--- config.mk ---
export PLATFORM = sky130hd
export DESIGN_NAME = ld_cell_a2d_seq
export DESIGN_NICKNAME = d
export VERILOG_FILES = /design/src/rtl/ld_cell_a2d_seq.sv
export SDC_FILE = /design/constraint.sdc
export NUM_CORES = 1
export LEC_CHECK = 0
export BUFFER_PORTS_ARGS = -buffer_cell sky130_fd_sc_hd__clkbuf_2
export CAP_MARGIN = 20
export CORE_MARGIN = 4
export CORE_UTILIZATION = 50
export CTS_CLUSTER_DIAMETER = 60
export DETAILED_ROUTE_END_ITERATION = 6
export PLACE_DENSITY_LB_ADDON = 0.3
export SETUP_SLACK_MARGIN = 0.05
export SLEW_MARGIN = 20
export SYNTH_ARGS = -nofsm -noshare
export SYNTH_HDL_FRONTEND = slang
export SYNTH_SLANG_ARGS = --single-unit
--- constraint.sdc ---
create_clock -name clk -period 1.8 [get_ports clk]
set_input_delay 0.36 -clock clk [delete_from_list [all_inputs] [get_ports clk]]
set_output_delay 0.36 -clock clk [all_outputs]
set_load 0.02 [all_outputs]
--- src/rtl/ld_cell_a2d_seq.sv ---
// ld_cell_a2d_seq: SPI A2D round-robin sequencer (lft/rght/steer/batt); LD_AVG_EN enables load-cell averaging
module ld_cell_a2d_seq #(
  parameter logic [2:0] CH_LFT   = 3'd0,
  parameter logic [2:0] CH_RGHT  = 3'd4,
  parameter logic [2:0] CH_STEER = 3'd5,
  parameter logic [2:0] CH_BATT  = 3'd6
) (
  input  logic        clk,
  input  logic        rst_n,
  input  logic        nxt,
  input  logic        MISO,
  output logic        SS_n,
  output logic        SCLK,
  output logic        MOSI,
  output logic [11:0] lft_ld,
  output logic [11:0] rght_ld,
  output logic [11:0] steer_pot,
  output logic [11:0] batt,
  output logic        ld_vld
);
  typedef enum logic [2:0] {IDLE, TXN1, GAP, TXN2, WR} state_t;
  state_t      r_state, w_state_nxt;
  logic        w_start, w_wr, w_bad, w_done;
  logic        r_ss_n, r_ld_vld;
  logic [4:0]  r_div, r_cnt;
  logic [15:0] r_tx;
  logic [11:0] r_rx, r_steer, r_batt;
  logic [1:0]  r_ptr;
  logic [2:0]  w_ch;

  assign w_ch = r_ptr == 2'd0 ? CH_LFT : r_ptr == 2'd1 ? CH_RGHT : r_ptr == 2'd2 ? CH_STEER : CH_BATT;
  assign w_done = !r_ss_n && r_div == 5'b11111 && r_cnt == 5'd16;

  // Sequencer state register
  always_ff @(posedge clk or negedge rst_n)
    if (!rst_n) r_state <= IDLE;
    else r_state <= w_state_nxt;

  // Two back-to-back SPI frames per conversion: the first addresses the channel, the second returns it
  always_comb begin
    w_state_nxt = r_state;
    w_start = 1'b0;
    w_wr = 1'b0;
    w_bad = 1'b0;
    case (r_state)
      IDLE: begin w_state_nxt = nxt ? TXN1 : IDLE; w_start = nxt; end
      TXN1: w_state_nxt = w_done ? GAP : TXN1;
      GAP:  begin w_state_nxt = TXN2; w_start = 1'b1; end
      TXN2: w_state_nxt = w_done ? WR : TXN2;
      WR:   begin w_state_nxt = IDLE; w_wr = 1'b1; end
      default: begin w_state_nxt = IDLE; w_bad = 1'b1; end
    endcase
  end

  // SPI master: SCLK = div[4]; sample MISO before rise, shift MOSI before fall (not before the first rise)
  always_ff @(posedge clk or negedge rst_n)
    if (!rst_n) begin
      r_ss_n <= 1'b1;
      r_div <= 5'b10111;
      r_cnt <= '0;
      r_tx <= '0;
      r_rx <= '0;
    end else if (w_start) begin
      r_ss_n <= 1'b0;
      r_div <= 5'b10111;
      r_cnt <= '0;
      r_tx <= {2'b00, w_ch, 11'h000};
    end else if (w_bad) r_ss_n <= 1'b1;
    else if (!r_ss_n) begin
      r_div <= r_div + 5'd1;
      if (r_div == 5'b01111 && r_cnt != 5'd16) begin
        r_rx <= {r_rx[10:0], MISO};
        r_cnt <= r_cnt + 5'd1;
      end
      if (r_div == 5'b11111) begin
        if (r_cnt == 5'd16) r_ss_n <= 1'b1;
        else if (r_cnt != 5'd0) r_tx <= {r_tx[14:0], 1'b0};
      end
    end

  assign SS_n = r_ss_n;
  assign SCLK = r_ss_n | r_div[4];
  assign MOSI = !r_ss_n && r_tx[15];

  // Channel pointer, raw steer/batt results and the coherent-pair strobe
  always_ff @(posedge clk or negedge rst_n)
    if (!rst_n) begin
      r_ptr <= '0;
      r_ld_vld <= 1'b0;
      r_steer <= '0;
      r_batt <= '0;
    end else begin
      r_ld_vld <= w_wr && r_ptr == 2'd1;
      if (w_wr) r_ptr <= r_ptr + 2'd1;
      if (w_wr && r_ptr == 2'd2) r_steer <= r_rx;
      if (w_wr && r_ptr == 2'd3) r_batt <= r_rx;
    end

  assign steer_pot = r_steer;
  assign batt = r_batt;
  assign ld_vld = r_ld_vld;

`ifdef LD_AVG_EN
  logic [11:0] r_lh [4];
  logic [11:0] r_rh [4];
  logic [13:0] r_lsum, r_rsum;

  // Running 4-sample sums; history starts at zero so the first outputs ramp up
  always_ff @(posedge clk or negedge rst_n)
    if (!rst_n) begin
      for (int i = 0; i < 4; i++) begin
        r_lh[i] <= '0;
        r_rh[i] <= '0;
      end
      r_lsum <= '0;
      r_rsum <= '0;
    end else begin
      if (w_wr && r_ptr == 2'd0) begin
        r_lh[0] <= r_rx;
        for (int i = 1; i < 4; i++) r_lh[i] <= r_lh[i-1];
        r_lsum <= r_lsum + {2'b00, r_rx} - {2'b00, r_lh[3]};
      end
      if (w_wr && r_ptr == 2'd1) begin
        r_rh[0] <= r_rx;
        for (int i = 1; i < 4; i++) r_rh[i] <= r_rh[i-1];
        r_rsum <= r_rsum + {2'b00, r_rx} - {2'b00, r_rh[3]};
      end
    end

  assign lft_ld = r_lsum[13:2];
  assign rght_ld = r_rsum[13:2];
`else
  logic [11:0] r_lft, r_rght;

  // Raw load-cell results
  always_ff @(posedge clk or negedge rst_n)
    if (!rst_n) begin
      r_lft <= '0;
      r_rght <= '0;
    end else begin
      if (w_wr && r_ptr == 2'd0) r_lft <= r_rx;
      if (w_wr && r_ptr == 2'd1) r_rght <= r_rx;
    end

  assign lft_ld = r_lft;
  assign rght_ld = r_rght;
`endif
endmodule

# Word-level counts from Yosys, hierarchy flattened
# Index checks and enable logic that the tools add are counted.
# word_totals
reg_bits	93
inputBits	4
out_inout_bits	52
word_cells	79
# classes
addsub	3
eq_ne	13
muxes	27
n_bitwise	3
n_reduce_logical	21
# op_table
op	count
two-way mux 16 bit	6
two-way mux 5 bit	7
one-hot mux 3 bit (4 select lines)	1
adder 5 x 1 -> 5 bit, second input constant	2
equality test 5 bit, second input constant	2
logical AND 1 bit	8
nonzero test 2 bit	4
two-way mux 1 bit	7
equality test 3 x 2 -> 1 bit, second input constant	2
two-way mux 2 bit	3
two-way mux 3 bit	2
equality test 5 x 4 -> 1 bit, second input constant	1
inequality test 5 bit, second input constant	1
AND reduction 5 bit	1
nonzero test 5 bit	1
OR reduction 5 bit	1
equality test 2 bit, second input constant	2
inequality test 2 bit, second input constant	2
AND reduction 4 bit	1
equality test 3 x 1 -> 1 bit, second input constant	1
equality test 3 bit, second input constant	1
zero test 3 bit	1
AND reduction 3 bit	1
adder 2 x 1 -> 2 bit, second input constant	1
other kinds (7)	8

# Longest topological paths before layout
# Gate-level depths: netlist (run 1).
# logic_depth
ltp_word	7
ltp_mapped	7
ltp_nobuf	7

# Least setup slack after synthesis (run 1)
# No wires, ideal clock.
# synth_timing
path_type	register -> register
start	register r_ss_n (netlist: SS_n)
end	register r_rx[10]
setup_ns	0.125
t_arrival_ns	1.799
required_ns	1.675
slack_ns	-0.124
path_stages_with_launch	6
path_buffers	2
path_cell_list	dfstp_2 -> clkbuf_1 -> inv_1 -> o2111ai_1 -> buf_2 -> mux2_2
# synth_via
elab_chain_cells	2
# synth_rtl
element	line	rtl
start, declared	24	logic r_ss_n, r_ld_vld;
start signal, assigned	58	r_ss_n <= 1'b1;
start signal, assigned	64	r_ss_n <= 1'b0;
start signal, assigned	68	end else if (w_bad) r_ss_n <= 1'b1;
NOT 1 bit (no source line)	--	
AND reduction 4 bit (no source line)	--	
end signal, assigned	72	r_rx <= {r_rx[10:0], MISO};
end, declared	27	logic [11:0] r_rx, r_steer, r_batt;
# Every way passes these cells.
# A chain may end at the register's enable or synchronous reset.

# Final worst setup path (run 1)
# layout_timing
start	register r_div[0]
end	register r_rx[4]
# layout_via
elab_chain_cells	3
# layout_rtl
element	line	rtl
start, declared	25	logic [4:0] r_div, r_cnt;
start signal, assigned	70	r_div <= r_div + 5'd1;
equality test 5 x 4 -> 1 bit	71	if (r_div == 5'b01111 && r_cnt != 5'd16) begin
logical AND 1 bit	71	
AND reduction 4 bit (no source line)	--	
# Every way passes these cells.

==> flow_summary.toml, run 1 <==
[floorplan]
dieWidth_um = 91.1
num_rows = 30
die_h_um = 91.1
die_area_um2 = 8300
num_io_pins = 56
start_util_pct = 51.1
coreArea_um2 = 6760

[synth]
synth_nets = 263
synth_ff_type = "dfrtp_1"
yosysWarnings = 0
synthDistinctLibCells = 36
syn_avg_cell_area_um2 = 13.9
synth_seq_cells = 82
async_flop_share_pct = 100
synth_area_um2 = 3450
synth_cells = 248
synth_edf_count = 0
synth-seq-area-share_pct = 59.6

[power_and_ir_drop]
switching_share_pct = 31.2
seqPwrFrac_pct = 51.3
ir_drop_mv = 0.444
pwr-share-clk_pct = 27.7
p_switching_w = 0.00139
powerDensity_nw_per_um2 = 1030
internal-power_w = 0.00305
leakage_nw = 2.20
pwr-share-comb_pct = 20.9
p_total_w = 0.00444

[sta]
fin_ws_ns = -0.106
slew_headroom_pct = 70.6
setup_viol = 17
hold_viol = 0
max_freq_mhz = 525
rsz0062_at_grt = "yes"
period_share_pct = 106
fin_skew_ns = 0.0181
drv_slew = 0
fin_crit_ns = 1.91
worst_pin_slew_ns = 0.436

[critical_path]
cp_common_cell = "ha_4"
crit_path_start = "r_div[0]$_DFFE_PN1P_"
crit_fanout = 6
slowest_delay_ns = 0.57
required_ns = 2.04
endpoint = "r_rx[4]$_DFFE_PN0P_"
worstRegToRegCells = 7
timing.rr.end = "r_rx[4]$_DFFE_PN0P_"
cp_slowest_cell = "dfstp_2"
rrSetupSlack_ns = -0.11
worstSetupEndpointType = "flip-flop"
critical_path_class = "reg2reg"
r2r-start = "r_div[0]$_DFFE_PN1P_"
path_cells = "ha_4 > and3_4 > buf_4 > ha_4 > o2111ai_4 > clkbuf_16 > mux2_2"
arrival_ns = 2.14
cp-start-kind = "flip-flop"

[route]
wl_um = 6630
vias = 2173
viasPerCell = 5.27
ant_nets = 0
post_drt_wl_per_cell_um = 16.1
drtPass1Iterations = 4
drt_iter0_drc = 76
drc = 0

[clock_tree]
numCtsBuffers = 9
clk_pin_slew_worst_paths_ns = 0.09
cts_root_buf = "clkbuf_8"
clk_latency_ns = 0.35
cts_buffer_depth = 2
htreeDepth = 3
cts_sinks = 82
cts_tree = "yes"

[worst_hold_path]
hold_path_class = "in2reg"

[cells_and_area]
area_growth_pct = 24.9
final_common_cell = "dfrtp_1"
nets = 342
layoutNonFillerInstCount = 412
drive_above_1_share_pct = 51.8
diodes = 0
mostFrequentLayoutCells = "77 x dfrtp_1, 61 x mux2_2, 54 x clkbuf_2, 17 x buf_4, 12 x nor2_1"

[grt]
grt_pass1_vias = 2291
overflow = 0
grt_max_degree = 35
antenna_found_initial = 0
grt_pass1_wl_um = 11300
grt_use_total_pct = 16.8

[run_status]
outcome = "finished, violations left"
violations = "negative setup slack"

[placed_design]
hpwl_um = 4520
place_inst = 391
gp_congestion = 0.845
port_buffers = 55

[job]
maxCapViolations = 0
## timing repair
item,in CTS,in global routing
endpoints found under the setup margin,20,23
cloned,0,1
pin swaps,2,4
buffers inserted,1,2
resized for setup,3,10
hold buffers,1,0
endpoints found under the hold margin,26,0
## routing by layer
layer / vias up / GRT usage (%) / routed length [um]
li1: 1027 / - / -
met2: 43 / 26.9 / 3310
met3: 10 / 3.81 / 215
met1: 1093 / 22.5 / 2990
met5: - / 0 / 0
met4: 0 / 6.41 / 109
## worst min path at each step
stage / slack, ns / depth (start not counted) / from / endpoint
global route: 0.29 / 2 / MISO / r_rx[0]$_DFFE_PN0P_
detailed placement: 0.34 / 1 / rst_n / steer_pot[7]$_DFFE_PN0P_
floorplan: 0.06 / 0 / rst_n / batt[0]$_DFFE_PN0P_
finish: 0.29 / 2 / MISO / r_rx[0]$_DFFE_PN0P_
global placement: 0.34 / 1 / rst_n / steer_pot[7]$_DFFE_PN0P_
CTS: 0.28 / 2 / MISO / r_rx[0]$_DFFE_PN0P_
## critical path: cells and delay by family (launching register included)
| kind | cells | cell delay [ns] |
|---|---|---|
| AO/OA/AOI/OAI | 1 | 0.16 |
| adder cells (fa/ha/maj) | 2 | 0.29 |
| buffers and inverters | 2 | 0.33 |
| flip-flops | 1 | 0.57 |
| multiplexers | 1 | 0.26 |
| AND/OR/NAND/NOR | 1 | 0.20 |
## power by group through the flow
stage | registers (W) | clock network [W] | logic [W]
final | 0.00228 | 0.00123 | 0.000929
after global routing | 0.00231 | 0.00134 | 0.00103
after CTS | 0.00228 | 0.00126 | 0.000848
after detailed placement | 0.00230 | 0 | 0.000823
after global placement | 0.00229 | 0 | 0.000796
after floorplan | 0.00226 | 0 | 0.000562
## through the flow
stage | hold WS, ns | utilization (%) | area, um2 | TNS, ns | worst slack [ns]
floorplan | 0.0644 | - | 3490 | -0.0362 | -0.0243
global route | 0.287 | 63.9 | 4310 | -2.77 | -0.161
detailed placement | 0.340 | 59.1 | 4000 | -0.759 | -0.0794
global placement | 0.340 | 59.1 | 4000 | -0.255 | -0.0577
CTS | 0.279 | 62.4 | 4220 | -0.516 | -0.0586
finish | 0.291 | 63.9 | 4310 | -1.29 | -0.106
## state kept, by name (all words and copies together), names as in the netlist
register,flops
rght_ld,12
steer_pot,12
r_rx,12
r_state,3
batt,12
SS_n,1
r_tx,5
lft_ld,12
r_cnt,5
ld_vld,1
r_div,5
r_ptr,2
## synth_stat cells (all sizes together) (3+ instances only)
library cell   n  area share (%)
a21oi          4            0.58
and3           5            0.91
ha            11             4.0
mux2          61              20
mux2i          3            0.87
buf            8             1.6
o21ai          7             1.0
nor2          12             1.3
nand3          5            0.72
xnor2          6             1.5
clkbuf         3            0.33
dfstp          5             3.8
dfrtp         77              56
nand2         11             1.2
inv            8            0.87
## layout make-up
cell class / count / area (um2)
clock buffers: 9 / 124
clock inverters: 7 / 58.8
fillers: 521 / 2440
inverters: 8 / 30.0
multi-input cells: 147 / 1400
flip-flops and latches: 82 / 2060
well taps: 80 / 100
repair buffers: 79 / 544
## logic make-up after synthesis
kind of cell    after synthesis  share of synthesized area, %
buf+inv                      19                          2.79
simple gates                 45                          6.56
flops                        82                          59.6
xor+xnor                      8                          2.03
compound gates               19                          4.28
mux                          64                          20.8
fa+ha+maj                    11                          3.99
No activity file was read; power rests on OpenSTA's default activity.
==> run 2, diff against run 1 <==
Settings changed: PLACE_DENSITY set to 0.75, PLACE_DENSITY_LB_ADDON 0.3 to not set.
==> run 2 against run 1 <==
The flow still finishes with violations (negative setup slack). Largest cell class unchanged. Power rose by 3.4%. Largest power group unchanged. Clock skew is 0.0086 ns lower. Critical path type unchanged. Critical path depth did not move. Clock power increased by 6%. Sequential power is essentially flat. Combinational power up 5.8%. Critical endpoint is now r_rx[11]$_DFFE_PN0P_.
==> flow_summary.toml, run 2 (synthesized netlist as in run 1, its figures left out) <==
[cells_and_area]
mostFrequentLayoutCells = "77 x dfrtp_1, 61 x mux2_2, 54 x clkbuf_2, 17 x buf_4"
drive_above_1_share_pct = 52.9
final_common_cell = "dfrtp_1"
nets = 342
final_area_um2 = 4350
area_growth_pct = 25.8
diodes = 0
final_util_pct = 64.3

[clock_tree]
htreeDepth = 3
clk_latency_ns = 0.35
cts_tree = "yes"
clk_pin_slew_worst_paths_ns = 0.08
cts_buffer_depth = 2
cts_sinks = 82
numCtsBuffers = 9
cts_root_buf = "clkbuf_8"

[critical_path]
required_ns = 2.03
worstSetupEndpointType = "flip-flop"
crit_fanout = 6
cp_common_cell = "ha_4"
path_cells = "ha_4 > and3_4 > buf_4 > ha_4 > o2111ai_4 > clkbuf_16 > mux2_2"
cp_slowest_cell = "dfstp_2"
critical_path_class = "reg2reg"
cp-start-kind = "flip-flop"
arrival_ns = 2.09
slowest_delay_ns = 0.56

[grt]
grt_max_degree = 34
antenna_found_initial = 0
grt_pass1_vias = 2260
grt_pass1_wl_um = 11400
grt_use_total_pct = 17.3
overflow = 0

[sta]
rsz0062_at_grt = "yes"
fin_ws_ns = -0.0618
period_share_pct = 103
setup_viol = 15
drv_slew = 0
slew_headroom_pct = 56.5
worst_pin_slew_ns = 0.648
fin_crit_ns = 1.86
max_freq_mhz = 537
fin_skew_ns = 0.00941
hold_viol = 0

[route]
drtPass1Iterations = 4
vias = 2177
wl_um = 6830
post_drt_wl_per_cell_um = 16.6
viasPerCell = 5.30
drt_iter0_drc = 109
ant_nets = 0
drc = 0

[job]
maxCapViolations = 0

[floorplan]
num_io_pins = 56
die_area_um2 = 8300
coreArea_um2 = 6760
num_rows = 30
start_util_pct = 51.1
dieWidth_um = 91.1
die_h_um = 91.1

[placed_design]
placed_cell_area_um2 = 3980
hpwl_um = 4570
gp_congestion = 0.783
port_buffers = 55

[power_and_ir_drop]
powerDensity_nw_per_um2 = 1060
ir_drop_mv = 0.528
leakage_nw = 2.21

[run_status]
violations = "negative setup slack"
outcome = "finished, violations left"

[worst_hold_path]
hold_path_class = "in2reg"
## run 2: timing repair
item                       4_1_cts  5_1_grt
resized for setup                4       10
setup endpoints to repair       22       33
hold endpoints to repair        19        0
pin swaps                        3        8
setup buffers                    3        4
cloned                           0        1
hold buffers                     1        0
## run 2: power breakdown
part | leakage (nW) | switching (W) | internal [W]
clock network | 0.0917 | 0.000661 | 0.000638
logic | 1.01 | 0.000487 | 0.000496
registers | 1.11 | 0.000230 | 0.00208
## run 2: final cells by class
cell class,instances,area (um2)
Fill cell,510,2410
Sequential cell,82,2060
Multi-Input combinational cell,147,1410
Timing Repair Buffer,79,553
Clock buffer,9,124
Tap cell,80,100
Clock inverter,6,67.6
Inverter,8,30.0
## run 2: routing by layer
layer  part of all wire [%]  global-route usage, %
met5                      0                      0
met4                    1.8                   7.16
met3                    3.1                   2.82
met2                     49                   26.2
met1                     46                   24.8
## run 2: path summary, 6_finish.rpt
kind                                  startpoint                        to  slack, ns  cells past startpoint
setup / recovery            r_div[1]$_DFFE_PN1P_      r_rx[11]$_DFFE_PN0P_      -0.06                      7
hold / removal                              MISO       r_rx[0]$_DFFE_PN0P_       0.26                      2
setup reg to reg            r_div[1]$_DFFE_PN1P_      r_rx[11]$_DFFE_PN0P_      -0.06                      7
hold reg to reg            lft_ld[9]$_DFFE_PN0P_     lft_ld[9]$_DFFE_PN0P_       0.51                      1
max in group asynchronous                  rst_n      r_div[0]$_DFFE_PN1P_       0.77                      3
min in group asynchronous                  rst_n  steer_pot[8]$_DFFE_PN0P_       0.45                      2
## run 2: metrics by stage
stage / setup TNS, ns / setup WS (ns) / std cells / hold slack [ns] / power, W
after CTS: -0.226 / -0.0443 / 406 / 0.240 / 0.00447
final: -0.575 / -0.0618 / 411 / 0.258 / 0.00459
after floorplan: -0.0362 / -0.0243 / 248 / 0.0644 / 0.00282
after global routing: -1.75 / -0.107 / 411 / 0.246 / 0.00486
after detailed placement: -0.544 / -0.0723 / 387 / 0.284 / 0.00310
after global placement: -0.207 / -0.0175 / 387 / 0.283 / 0.00306
## run 2: critical path, delay by kind of cell, from the launching register on
kind                       cells  cell delay (ns)
AOI/OAI and AO/OA              1             0.14
adders and majority gates      2             0.28
buffers and inverters          2             0.32
DFF                            1             0.56
muxes                          1             0.26
and+or+nand+nor                1             0.18
